===== config.mk =====
export PLATFORM = sky130hd
export DESIGN_NAME = nd_4to1_sched
export DESIGN_NICKNAME = d
export VERILOG_FILES = /design/src/rtl/nd_4to1_sched_pkg.sv /design/src/rtl/nd_rr_pick.sv /design/src/rtl/nd_4to1_sched.sv
export SDC_FILE = /design/constraint.sdc
export NUM_CORES = 1
export LEC_CHECK = 0
export ABC_AREA = 1
export CAP_MARGIN = 20
export CORE_UTILIZATION = 38
export DETAILED_ROUTE_END_ITERATION = 7
export GPL_TIMING_DRIVEN = 1
export PLACE_DENSITY = 0.85
export SYNTH_ARGS = -nofsm -noshare
export SYNTH_HDL_FRONTEND = slang
export SYNTH_SLANG_ARGS = --single-unit

===== constraint.sdc =====
create_clock -name i_clk -period 2 [get_ports i_clk]
set_input_delay 0.2 -clock i_clk [delete_from_list [all_inputs] [get_ports i_clk]]
set_output_delay 0.2 -clock i_clk [all_outputs]
set_load 0.02 [all_outputs]

===== src/rtl/nd_4to1_sched_pkg.sv =====
// Shared definitions for the 4-to-1 round-robin channel scheduler:
// default field widths, input count and the scheduler state encoding.
package nd_4to1_sched_pkg;

    localparam int NS_ADDRESS_SIZE = 8;
    localparam int NS_DATA_SIZE    = 8;
    localparam int NS_REDUN_SIZE   = 4;
    localparam int NS_NUM_IN       = 4;

    typedef enum logic [1:0] {
        NS_SCHED_INIT     = 2'd0,
        NS_SCHED_IDLE     = 2'd1,
        NS_SCHED_WAIT_ACK = 2'd2,
        NS_SCHED_WAIT_REL = 2'd3
    } sched_state_t;

endpackage


===== src/rtl/nd_rr_pick.sv =====
// Combinational round-robin picker: first pending index scanning
// last+1, last+2, ... modulo 4. The last winner is considered last.
module nd_rr_pick
    import nd_4to1_sched_pkg::*;
(
    input  logic [NS_NUM_IN-1:0] pend,
    input  logic [1:0]           last,
    output logic                 any,
    output logic [1:0]           win
);

    logic [1:0] idx;
    logic       found;

    // scan from the slot after the previous winner, wrapping around
    always_comb begin
        any   = |pend;
        win   = last;
        idx   = 2'd0;
        found = 1'b0;
        for (int i = 1; i <= NS_NUM_IN; i++) begin
            idx = last + 2'(i);
            if (!found && pend[idx]) begin
                win   = idx;
                found = 1'b1;
            end
        end
    end

endmodule


===== src/rtl/nd_4to1_sched.sv =====
// Round-robin scheduler sharing one outgoing 4-phase req/ack channel
// (snd0) between four incoming channels (rcv0..rcv3). One message is
// held in the output register at most.
// Optional macro ND_SCHED_CNT_EN adds saturating per-input grant
// counters on the cnt_grants port.
//
// state     | meaning
// ----------+-------------------------------------------------
// INIT      | first cycle after reset, no grant issued
// IDLE      | waiting for a pending input, grants on this edge
// WAIT_ACK  | snd0_req high, waiting for sink acknowledge
// WAIT_REL  | snd0_req low, waiting for sink to drop acknowledge
module nd_4to1_sched
    import nd_4to1_sched_pkg::*;
#(
    parameter int ASZ = NS_ADDRESS_SIZE,
    parameter int DSZ = NS_DATA_SIZE,
    parameter int RSZ = NS_REDUN_SIZE,
    parameter int CSZ = 8
) (
    input  logic           i_clk,
    input  logic           reset,
    output logic           ready,

    output logic [ASZ-1:0] snd0_src,
    output logic [ASZ-1:0] snd0_dst,
    output logic [DSZ-1:0] snd0_dat,
    output logic [RSZ-1:0] snd0_red,
    output logic           snd0_req,
    input  logic           snd0_ack,

    input  logic [ASZ-1:0] rcv0_src,
    input  logic [ASZ-1:0] rcv0_dst,
    input  logic [DSZ-1:0] rcv0_dat,
    input  logic [RSZ-1:0] rcv0_red,
    input  logic           rcv0_req,
    output logic           rcv0_ack,

    input  logic [ASZ-1:0] rcv1_src,
    input  logic [ASZ-1:0] rcv1_dst,
    input  logic [DSZ-1:0] rcv1_dat,
    input  logic [RSZ-1:0] rcv1_red,
    input  logic           rcv1_req,
    output logic           rcv1_ack,

    input  logic [ASZ-1:0] rcv2_src,
    input  logic [ASZ-1:0] rcv2_dst,
    input  logic [DSZ-1:0] rcv2_dat,
    input  logic [RSZ-1:0] rcv2_red,
    input  logic           rcv2_req,
    output logic           rcv2_ack,

    input  logic [ASZ-1:0] rcv3_src,
    input  logic [ASZ-1:0] rcv3_dst,
    input  logic [DSZ-1:0] rcv3_dat,
    input  logic [RSZ-1:0] rcv3_red,
    input  logic           rcv3_req,
    output logic           rcv3_ack
`ifdef ND_SCHED_CNT_EN
    ,
    output logic [4*CSZ-1:0] cnt_grants
`endif
);

    sched_state_t state, state_nxt;

    logic [NS_NUM_IN-1:0] req_v;
    logic [NS_NUM_IN-1:0] ack_r;
    logic [NS_NUM_IN-1:0] pend;
    logic [1:0]           last;
    logic [1:0]           win;
    logic                 any;
    logic                 grant;

    logic [ASZ-1:0] src_v [NS_NUM_IN];
    logic [ASZ-1:0] dst_v [NS_NUM_IN];
    logic [DSZ-1:0] dat_v [NS_NUM_IN];
    logic [RSZ-1:0] red_v [NS_NUM_IN];

    assign req_v = {rcv3_req, rcv2_req, rcv1_req, rcv0_req};
    assign src_v = '{rcv0_src, rcv1_src, rcv2_src, rcv3_src};
    assign dst_v = '{rcv0_dst, rcv1_dst, rcv2_dst, rcv3_dst};
    assign dat_v = '{rcv0_dat, rcv1_dat, rcv2_dat, rcv3_dat};
    assign red_v = '{rcv0_red, rcv1_red, rcv2_red, rcv3_red};

    assign rcv0_ack = ack_r[0];
    assign rcv1_ack = ack_r[1];
    assign rcv2_ack = ack_r[2];
    assign rcv3_ack = ack_r[3];

    // an input still holding its ack is not eligible again
    assign pend = req_v & ~ack_r;

    nd_rr_pick u_pick (
        .pend (pend),
        .last (last),
        .any  (any),
        .win  (win)
    );

    // state register
    always_ff @(posedge i_clk or posedge reset) begin
        if (reset) state <= NS_SCHED_INIT;
        else       state <= state_nxt;
    end

    // next-state logic; snd0_ack outside the handshake states is ignored
    always_comb begin
        state_nxt = state;
        case (state)
            NS_SCHED_INIT:     state_nxt = NS_SCHED_IDLE;
            NS_SCHED_IDLE:     if (any)       state_nxt = NS_SCHED_WAIT_ACK;
            NS_SCHED_WAIT_ACK: if (snd0_ack)  state_nxt = NS_SCHED_WAIT_REL;
            NS_SCHED_WAIT_REL: if (!snd0_ack) state_nxt = NS_SCHED_IDLE;
            default:           state_nxt = NS_SCHED_INIT;
        endcase
    end

    // state decode: outgoing request is exactly the WAIT_ACK phase
    always_comb begin
        ready    = (state != NS_SCHED_INIT);
        snd0_req = (state == NS_SCHED_WAIT_ACK);
        grant    = (state == NS_SCHED_IDLE) && any;
    end

    // per-input ack: set on grant, released once the requester drops req
    always_ff @(posedge i_clk or posedge reset) begin
        if (reset) begin
            ack_r <= '0;
        end else begin
            for (int k = 0; k < NS_NUM_IN; k++) begin
                if (grant && (win == 2'(k))) ack_r[k] <= 1'b1;
                else if (ack_r[k] && !req_v[k]) ack_r[k] <= 1'b0;
            end
        end
    end

    // output message register and round-robin pointer, loaded on grant
    always_ff @(posedge i_clk or posedge reset) begin
        if (reset) begin
            last     <= 2'd3;
            snd0_src <= '0;
            snd0_dst <= '0;
            snd0_dat <= '0;
            snd0_red <= '0;
        end else if (grant) begin
            last     <= win;
            snd0_src <= src_v[win];
            snd0_dst <= dst_v[win];
            snd0_dat <= dat_v[win];
            snd0_red <= red_v[win];
        end
    end

`ifdef ND_SCHED_CNT_EN
    // saturating grant counters, one CSZ-bit field per input
    always_ff @(posedge i_clk or posedge reset) begin
        if (reset) begin
            cnt_grants <= '0;
        end else if (grant) begin
            for (int k = 0; k < NS_NUM_IN; k++) begin
                if ((win == 2'(k)) && (cnt_grants[k*CSZ +: CSZ] != {CSZ{1'b1}}))
                    cnt_grants[k*CSZ +: CSZ] <= cnt_grants[k*CSZ +: CSZ] + CSZ'(1);
            end
        end
    end
`else
    logic [31:0] unused_csz;
    assign unused_csz = 32'(CSZ);
`endif

endmodule


==> reports/qor.csv <==
stage,metric,value,unit
clock_tree,clock transition at the registers of the reported paths,0.08,ns
clock_tree,worst skew pair latency,0.29,ns
setup_path,"Data required, critical path",2.23,ns
logic_synthesis,number of library cell types mapped by synthesis,26,
timing,Setup WS post-layout,-0.103,ns
setup_path,Critical R2R Capture,snd0_src[5],
setup_path,"Top cell by count, worst path",nand2_1,
timing,Final setup viols,33,
routing,Antenna Nets Post-Route,0,
floorplan,Die Span X,95.1,um
run_status,failing checks,negative setup slack,
setup_path,Worst path max stage delay,0.55,ns
clock_tree,htree depth,2,
clock_tree,root buf cell,clkbuf_8,
routing,Initial DRT Pass Iterations,4,
routing,Met2 Wirelength,6.17,mm
logic_synthesis,#FFs+latches synth,36,
floorplan,CORE AREA,8300,sq um
routing,metal3 WL,945,um
setup_path,Critical path origin,last[0],
timing,Max Slew Vio Count,0,
floorplan,die area,9040,sq um
setup_path,worst r2r src,last[0],
global_route,pin count of the biggest net entering global routing,37,
timing,Max Fclk,0.476,GHz
power_and_ir_drop,internal power,6180,uW
timing,Max-slew headroom,66.3,%
global_route,initial antenna violation count,0,
layout,multi-input logic area,2320,sq um
logic_synthesis,Async SR Flop Fraction,100,%
power_and_ir_drop,Net Sw Frac,51.2,%
placement,Port-buffer cells,152,
routing,vias per inst,5.09,
layout,Syn-to-layout area delta,72.0,%
setup_path,critical path endpoint,snd0_src[5],
setup_path,Setup Crit Path Kind,reg2reg,
routing,via count,3946,
clock_tree,CTS Hold Bufs,0,
setup_path,Reg2Reg Depth,15,
global_route,GRT Overall Usage,24.8,%
logic_synthesis,Syn Area/Cell,6.62,sq um
layout,Diodes inserted,0,
clock_tree,clk sinks,36,
layout,most frequent cells in the layout,"246 x nand2_1, 152 x clkdlybuf4s50_1, 51 x nand3_1, 45 x nand3_2, 34 x dfrtp_1",
global_route,gr ovfl total,0,
power_and_ir_drop,peak supply drop,0.00129,V
timing,RSZ-0062 raised after global routing,yes,
routing,wire per inst,15.3,um
setup_path,worst-path cell chain,"buf_12, inv_8, nand3_1, nand3_2, nand2_4, nand3_4, buf_12, inv_2, nand2_4, nand2_8, clkbuf_16, nand2_2, nand2_1, nand2_1, nand2_1",
routing,routed wire length,11.9,mm
setup_path,critical path arrival,2.33,ns
run_status,status,"finished, violations left",
floorplan,Rows,33,
setup_path,instance count on the critical path,15,
setup_path,CP max stage cell,dfstp_2,
global_route,first-pass GRT wire length,17.5,mm
power_and_ir_drop,combinational share of power,85.4,%
worst_hold_path,Tightest Hold Check Type,in2async,
routing,DR top layer,met4,
layout,layout cells sized above 1,23.8,%
setup_path,reg-to-reg setup timing slack,-0.10,ns
power_and_ir_drop,share of power burned in the clock network,4.3,%
power_and_ir_drop,Static Leak,0.00283,uW
layout,"most common cell after layout, fill and taps aside",nand2_1,
floorplan,I/O pin cnt,153,
routing,Remaining DRCs,0,
placement,gp weighted congestion,0.820,
layout,Non-Filler Instances,776,
clock_tree,CTS tree,yes,
timing,actual slew at the worst max-slew pin,0.505,ns
setup_path,Buf/Inv on CP,5,
placement,Post-DP HPWL,7.70,mm
logic_synthesis,Syn Inst Count,497,
setup_path,"CP delay by family, top",simple AND/OR/NAND/NOR gates,
clock_tree,cts bufs inserted,5,
timing,Hold Worst Slack,0.327,ns
layout,# fillers,662,
timing,skew final,0.00664,ns
timing,fin crit period,2.10,ns
logic_synthesis,Syn Nets,621,
run,Max-Cap Viols,0,
layout,fin nets,794,
logic_synthesis,Synth warnings,0,
global_route,vias in the first global route,3795,
routing,First DRT Iteration DRCs,175,
logic_synthesis,Post-Syn Area,3290,sq um
timing,Final Cycle Share,105,%
floorplan,Initial Util,39.7,%
placement,post-placement cell count,751,
power_and_ir_drop,PwrDens,2240,nW/um^2
logic_synthesis,post-synthesis sequential area ratio,27.5,%
layout,register area,903,sq um
setup_path,Crit. End Element,flip-flop,
clock_tree,Max clock buf depth,2,
logic_synthesis,number of synthesized flops with an enable pin,0,
floorplan,die height,95.1,um
power_and_ir_drop,sequential share of power,10.3,%
setup_path,crit-path max FO,8,
setup_path,CP Launch Type,flip-flop,
routing,Metal-1 WL,4.62,mm
logic_synthesis,Most used DFF post-synth,dfrtp_1,
power_and_ir_drop,Net Sw Power,6490,uW
timing,final hold viol count,0,
## cells in the mapped netlist, types with 3 or more instances
cell        n  share of area [%]
dfrtp_1    34                 26
nand2_2     7                1.3
inv_1      13                1.5
buf_12      4                2.4
nand3_1    57                8.7
nand2_1   280                 32
clkbuf_1    3               0.34
nand3_2    44                 13
a21oi_1     3               0.46
o21ai_0     4               0.61
buf_2      12                1.8
nand3_4     3                1.6
buf_4       9                2.1
ha_1        5                1.9
## worst min-delay path by stage
stage / slack, ns / endpoint / from / cells after the start
CTS: 0.34 / ack_r[2] / reset / 3
floorplan: 0.32 / ack_r[0] / rcv0_req / 2
global placement: 0.46 / snd0_dat[4] / snd0_dat[4] / 2
finish: 0.33 / snd0_dst[3] / reset / 3
detailed placement: 0.46 / snd0_src[0] / snd0_src[0] / 2
global route: 0.38 / snd0_dat[4] / reset / 3
## power by group through the flow
| stage | combinational, uW | sequential, uW | clock [uW] |
|---|---|---|---|
| detailed placement | 8280 | 1330 | 0 |
| CTS | 9520 | 1300 | 559 |
| global route | 11700 | 1350 | 588 |
| finish | 10800 | 1310 | 548 |
| global placement | 8030 | 1320 | 0 |
| floorplan | 5610 | 1610 | 0 |
## cell type report
cell class | count | share of cell area (%)
inverters | 16 | 1.19
well taps | 105 | 2.32
clock inverters | 2 | 0.177
repair buffers | 197 | 37.9
flip-flops and latches | 36 | 16.0
clock buffers | 6 | 1.46
multi-input cells | 414 | 41.0
## registers in the layout, summed over array words and instances (netlist names)
| register | cells |
|---|---|
| snd0_dst | 8 |
| snd0_src | 8 |
| last | 2 |
| state | 2 |
| ack_r | 4 |
| snd0_dat | 8 |
| snd0_red | 4 |
## worst register-to-register path, stage by stage (launching register included)
cell,delay (ns)
dfstp_2,0.55
buf_12,0.14
inv_8,0.06
nand3_1,0.09
nand3_2,0.14
nand2_4,0.13
nand3_4,0.11
buf_12,0.16
inv_2,0.08
nand2_4,0.07
nand2_8,0.13
clkbuf_16,0.17
nand2_2,0.05
nand2_1,0.05
nand2_1,0.06
nand2_1,0.06
## kinds of logic after synthesis
| kind of cell | count (synthesis) | synth area share [%] |
|---|---|---|
| adder cells (fa/ha/maj) | 5 | 1.90 |
| buffers and inverters | 47 | 9.85 |
| multiplexers | 1 | 0.304 |
| AO/OA/AOI/OAI | 10 | 1.71 |
| AND/OR/NAND/NOR | 398 | 58.8 |
| flip-flops | 36 | 27.5 |
## per-layer routing
metal,up-vias,GRT usage (%)
li1,1933,-
met1,1844,28.2
met2,157,46.5
met3,12,5.74
met4,0,6.31
met5,-,0
## timing repair
action / CTS / global route
buffers inserted: 8 / 3
resized for setup: 35 / 43
cloned: 3 / 3
pin swaps: 10 / 20
setup endpoints to repair: 29 / 33
## through the flow
| step | cell area (sq um) | utilization [%] | total power, uW | TNS (ns) | setup WS [ns] |
|---|---|---|---|---|---|
| after floorplan | 3290 | - | 7220 | 0 | 0.0919 |
| after global placement | 5010 | 60.4 | 9350 | -1.83 | -0.0942 |
| after detailed placement | 5010 | 60.4 | 9610 | -3.48 | -0.148 |
| after CTS | 5410 | 65.2 | 11400 | -0.0825 | -0.0160 |
| after global routing | 5660 | 68.2 | 13600 | -5.26 | -0.189 |
| final | 5660 | 68.2 | 12700 | -2.20 | -0.103 |
(Power assumes the default switching activity.)
==> edit 1 (same flow settings) <==
Encoding of `sched_state_t`: now one-hot (4 bits for 4 states).
--- a/src/rtl/nd_4to1_sched_pkg.sv
+++ b/src/rtl/nd_4to1_sched_pkg.sv
@@ -7,11 +7,11 @@
     localparam int NS_REDUN_SIZE   = 4;
     localparam int NS_NUM_IN       = 4;
 
-    typedef enum logic [1:0] {
-        NS_SCHED_INIT     = 2'd0,
-        NS_SCHED_IDLE     = 2'd1,
-        NS_SCHED_WAIT_ACK = 2'd2,
-        NS_SCHED_WAIT_REL = 2'd3
+    typedef enum logic [3:0] {
+        NS_SCHED_INIT     = 4'b0001,
+        NS_SCHED_IDLE     = 4'b0010,
+        NS_SCHED_WAIT_ACK = 4'b0100,
+        NS_SCHED_WAIT_REL = 4'b1000
     } sched_state_t;
 
 endpackage
Formal check against the unedited RTL: no difference found for any inputs over 10 cycles, from zero or initial values and one cycle with reset high; not proved beyond that.
==> edit 1 against the unedited design <==
The flow still finishes with violations (setup timing); sequential cell count grew 2; core utilization grew 3.0 points; sequential share of layout area grew 0.36 points; non-clock buffer count grew 3; via count grew 9.9%; synthesized area shrank 1.7%; final cell count grew 4.1%; power grew 1.4%; setup slack lost 75 ps; fmax shrank 3.4%; routed wire length grew 11%; cell area grew 3.3%; critical path type unchanged; largest cell class is now non-clock buffers.
==> edit 1: results (changes against the unedited design) <==
| Metric | Value |
|---|---|
| Routed wire length | `13.2 mm (+11%)` |
| Rel. slew slack | `65.8% (-0.47 points)` |
| Vias in the first global route | `3764 (-0.82%)` |
| H-tree levels | `2 (unchanged)` |
| Largest net degree at the start of global routing | `39 (+5.4%)` |
| HP Class | `primary input to asynchronous set/reset pin` |
| Yosys warning total | `0 (unchanged)` |
| Clk slew on worst S/H paths | `90 ps` |
| Global-route wire length before repair | `16.6 mm (-5.3%)` |
| Antenna violations before repair | `0 (unchanged)` |
| Post-Place Setup Slack | `-119 ps (+29.1 ps)` |
| Synthesized Nets | `650 (+4.7%)` |
| Clk_lat worst skew | `290 ps (about the same)` |
| Longest Clk Path Bufs | `2 (unchanged)` |
| Root Buffer Master | `clkbuf_8` |
| Area after DPL | `5000 um^2 (-0.27%)` |
| I/O Buffers | `152 (unchanged)` |
| Synth unique cells | `24 (-7.7%)` |
| Status | `complete, but fails checks` |
| GRT Total Usage | `23.5% (-1.3 points)` |
| Largest cells by area after synthesis | `dfrtp_1 27%, nand2_1 24%, nand3_1 23%` |
| Worst VDD drop | `1.01 mV (-22%)` |
| Critical Path AT | `2400 ps (+70 ps)` |
| Net count, final | `821 (+3.4%)` |
| Synth cell count leaders | `207 x nand2_1, 149 x nand3_1, 58 x inv_1` |
| Total number of vias | `4338 (+9.9%)` |
| Max FO, Critical Path | `8 (unchanged)` |
| Ant. Diodes | `0 (unchanged)` |
| Sequential cell area fraction in the yosys report | `29.5% (+2.1 points)` |
| Starting DRT DRC Count | `195 (+11%)` |
| Fin worst setup slack | `-178 ps (-75.0 ps)` |
| DP HPWL | `7.72 mm (+0.26%)` |
| Fin Clk Skew | `14.4 ps (+7.74 ps)` |
| 1st-pass router iterations | `5 (+1)` |
| Layout cell share with drive strength beyond 1 | `18.5% (-5.4 points)` |
| Fill count | `603 (-8.9%)` |
| Num CTS Buffers | `5 (unchanged)` |
| GPL Wtd Cong | `0.899 (+9.7%)` |
| Async set-or-reset flop fraction in the synthesized netlist | `100% (unchanged)` |
| Setup violators final | `32 (-3.0%)` |
| Failing checks | `setup timing` |
| Top flop regs | `snd0_dat: 8 flops, snd0_dst: 8 flops, snd0_src: 8 flops` |
| Pleak | `2.98 nW (+5.4%)` |
## edit 1: path summary, 6_finish.rpt
| path | start | endpoint | slack [ps] | cells after the start |
|---|---|---|---|---|
| max in group asynchronous | reset | last[0]$_DFFE_PP1P_ | 1300 | 3 |
| setup reg to reg | last[0]$_DFFE_PP1P_ | snd0_dat[3]$_DFFE_PP0P_ | -180 | 14 |
| setup / recovery | last[0]$_DFFE_PP1P_ | snd0_dat[3]$_DFFE_PP0P_ | -180 | 14 |
| hold reg to reg | snd0_red[2]$_DFFE_PP0P_ | snd0_red[2]$_DFFE_PP0P_ | 480 | 2 |
| hold / removal | reset | snd0_dat[2]$_DFFE_PP0P_ | 340 | 3 |
| min in group i_clk | snd0_red[2]$_DFFE_PP0P_ | snd0_red[2]$_DFFE_PP0P_ | 480 | 2 |
## edit 1: per-layer routing
layer | track usage, % | routed length (um) | vias up
met5 | 0 | 0 | -
met4 | 6.41 | 347 | 0
met2 | 43.1 | 6790 | 263
met1 | 28.4 | 5020 | 1990
li1 | - | - | 2038
met3 | 3.07 | 1030 | 47
## edit 1: worst max-delay path, stage by stage, from the launching register on
cell and delay, ps:
dfstp_2 670, buf_12 160, nand3_4 90, nand2_2 90, nand2_1 80, a21oi_1 200, nand2_1 110, nand2_1 100
nand2_2 70, nand2_4 120, clkbuf_16 170, nand2_1 60, nand2_1 50, nand2_1 50, nand2_1 90
## edit 1: kinds of logic (layout without fill, tap and decap cells)
logic type	count (synthesis)	in the layout	synth area share, %
buffers and inverters	98	269	14.9
and+or+nand+nor	383	384	53.1
DFF	38	38	29.5
AOI/OAI and AO/OA	12	12	2.55
## edit 1: cell type report
| type | instances | area, um^2 | share of cell area, % |
|---|---|---|---|
| Timing Repair Buffer | 200 | 2270 | 38.8 |
| Multi-Input combinational cell | 396 | 2120 | 36.2 |
| Sequential cell | 38 | 955 | 16.3 |
| Inverter | 61 | 234 | 4.00 |
| Tap cell | 105 | 131 | 2.25 |
| Clock buffer | 6 | 82.6 | 1.41 |
| Clock inverter | 2 | 60.1 | 1.03 |
## edit 1: repair_timing
item | 4_1_cts | 5_1_grt
hold endpoints to repair | 0 | 0
endpoints found under the setup margin | 20 | 33
resized for setup | 11 | 57
pin swaps | 1 | 30
cloned | 1 | 13
buffers inserted | 0 | 9
## edit 1: power by group
part / internal [mW] / switching, mW / total, mW
logic: 4.83 / 5.81 / 10.6
clock network: 0.533 / 0.292 / 0.825
registers: 1.13 / 0.252 / 1.38
total: 6.49 / 6.35 / 12.8
## edit 1: per-stage QoR
stage               instances  setup TNS (ps)
finish                    808           -3880
global route              808           -5980
CTS                       786           -63.9
detailed placement        777           -1570
global placement          777            -574
floorplan                 531               0
==> edit 2 (config.mk and constraints unchanged) <==
Without the edit above. The option `ND_SCHED_CNT_EN` is turned on by a define.
--- a/src/rtl/nd_4to1_sched.sv
+++ b/src/rtl/nd_4to1_sched.sv
@@ -10,6 +10,8 @@
 // IDLE      | waiting for a pending input, grants on this edge
 // WAIT_ACK  | snd0_req high, waiting for sink acknowledge
 // WAIT_REL  | snd0_req low, waiting for sink to drop acknowledge
+`define ND_SCHED_CNT_EN
+
 module nd_4to1_sched
     import nd_4to1_sched_pkg::*;
 #(
Behaviour (old outputs only; new: cnt_grants): unchanged (equiv_simple and equiv_induct, registers matched by name and starting in step).
==> edit 2 against the unedited design <==
The run still ends with setup timing left; power up 29%; critical endpoint is now cnt_grants[16]$_DFFE_PP0P_; sequential cell count up 32; cell area rose by 42%; routed wire length rose by 49%; sequential share of layout area up 5.3 points; setup slack got worse by 120 ps; non-clock buffer count grew 42; synthesized area grew 49%.
==> edit 2: results (changes against the unedited design) <==
| Metric | Value |
|---|---|
| Status | `complete, but fails checks` |
| Failing checks | `setup timing` |
| Sequential cell area fraction in the yosys report | `34.8% (+7.3 points)` |
| Fin worst setup slack | `-227 ps (-124 ps)` |
| Critical Path AT | `2440 ps (+110 ps)` |
| Cells after synthesis | `707 (+42%)` |
| I/O Buffers | `184 (+21%)` |
| GR Util met1 | `27.4% (-0.76 points)` |
| Seq pwr | `2.34 mW (+79%)` |
| Total power | `16.4 mW (+29%)` |
| Post-CTS Setup Bufs | `5 (-3)` |
| Routed wire length | `17.7 mm (+49%)` |
| DR vias/cell | `5.07 (-0.37%)` |
| Slew @ Worst Pin | `445 ps (-59.9 ps)` |
| Net Sw Frac | `49.4% (-1.8 points)` |
| Synthesized Nets | `835 (+34%)` |
| Area after DPL | `7080 um^2 (+41%)` |
| Worst-case reg-to-reg path depth | `11 (-4)` |
| Setup violators final | `65 (+97%)` |
| Largest net degree at the start of global routing | `69 (+86%)` |
| DP HPWL | `11.4 mm (+48%)` |
| Synth unique cells | `32 (+23%)` |
| GPL Wtd Cong | `0.889 (+8.5%)` |
| Num CTS Buffers | `9 (+4)` |
| Global-route met3 utilization | `7.11% (+1.4 points)` |
| Power in combinational cells | `12.5 mW (+16%)` |
| Pleak | `3.90 nW (+38%)` |
| H-tree levels | `3 (+1)` |
| Worst VDD drop | `1.26 mV (-2.8%)` |
| Largest cells by area after synthesis | `dfrtp_1 34%, nand2_1 26%, nand3_1 12%` |
| Critical path's largest stage delay | `730 ps (+180 ps)` |
| Total number of vias | `5583 (+41%)` |
| Post-CTS Resized | `31 (-11%)` |
| Net count, final | `1053 (+33%)` |
| Fill count | `1062 (+60%)` |
==> edit 2: changes by cell type after synthesis, sizes merged, moves of 4 or more <==
cell / delta
dfrtp: +32
xor2: +14
nand3: +19
ha: +4
nor2: +12
nand2: +62
o21ai: +9
clkbuf: +5
inv: +15
nand4: +21
xnor2: +10
==> edit 2: metal layers <==
metal  up-vias  part of all wire, %
met5         -                    0
met4         0                  1.4
met3        29                  8.9
met2       203                   49
met1      2615                   40
li1       2736                    -
==> edit 2: how the worst min path moves through the flow <==
stage | start | end | slack (ps)
global route | reset | cnt_grants[17]$_DFFE_PP0P_ | 300
detailed placement | snd0_src[6]$_DFFE_PP0P_ | snd0_src[6]$_DFFE_PP0P_ | 470
global placement | snd0_dst[2]$_DFFE_PP0P_ | snd0_dst[2]$_DFFE_PP0P_ | 460
floorplan | rcv0_req | ack_r[0]$_DFFE_PP0P_ | 330
finish | reset | cnt_grants[19]$_DFFE_PP0P_ | 260
CTS | reset | cnt_grants[19]$_DFFE_PP0P_ | 280
==> edit 2: area by class of cell <==
cell class	instances	area, um^2	area share [%]
Clock buffer	13	250	3.12
Clock inverter	3	40.0	0.498
Inverter	31	124	1.54
Multi-Input combinational cell	576	3160	39.4
Sequential cell	68	1710	21.3
Tap cell	172	215	2.68
Timing Repair Buffer	239	2530	31.5
==> edit 2: cells by family (layout without fill, tap and decap cells) <==
family / count (synthesis) / in the layout / share of synthesized area [%]
AND/OR/NAND/NOR: 517 / 522 / 47.4
AO/OA/AOI/OAI: 21 / 21 / 3.04
buffers and inverters: 68 / 286 / 8.20
flip-flops: 68 / 68 / 34.8
XOR/XNOR: 24 / 24 / 4.29
adder cells (fa/ha/maj): 9 / 9 / 2.30
==> edit 2: tightest hold or removal path, cell delays in order <==
cell             delay, ps
clkdlybuf4s50_1        410
inv_2                   70
buf_12                 320
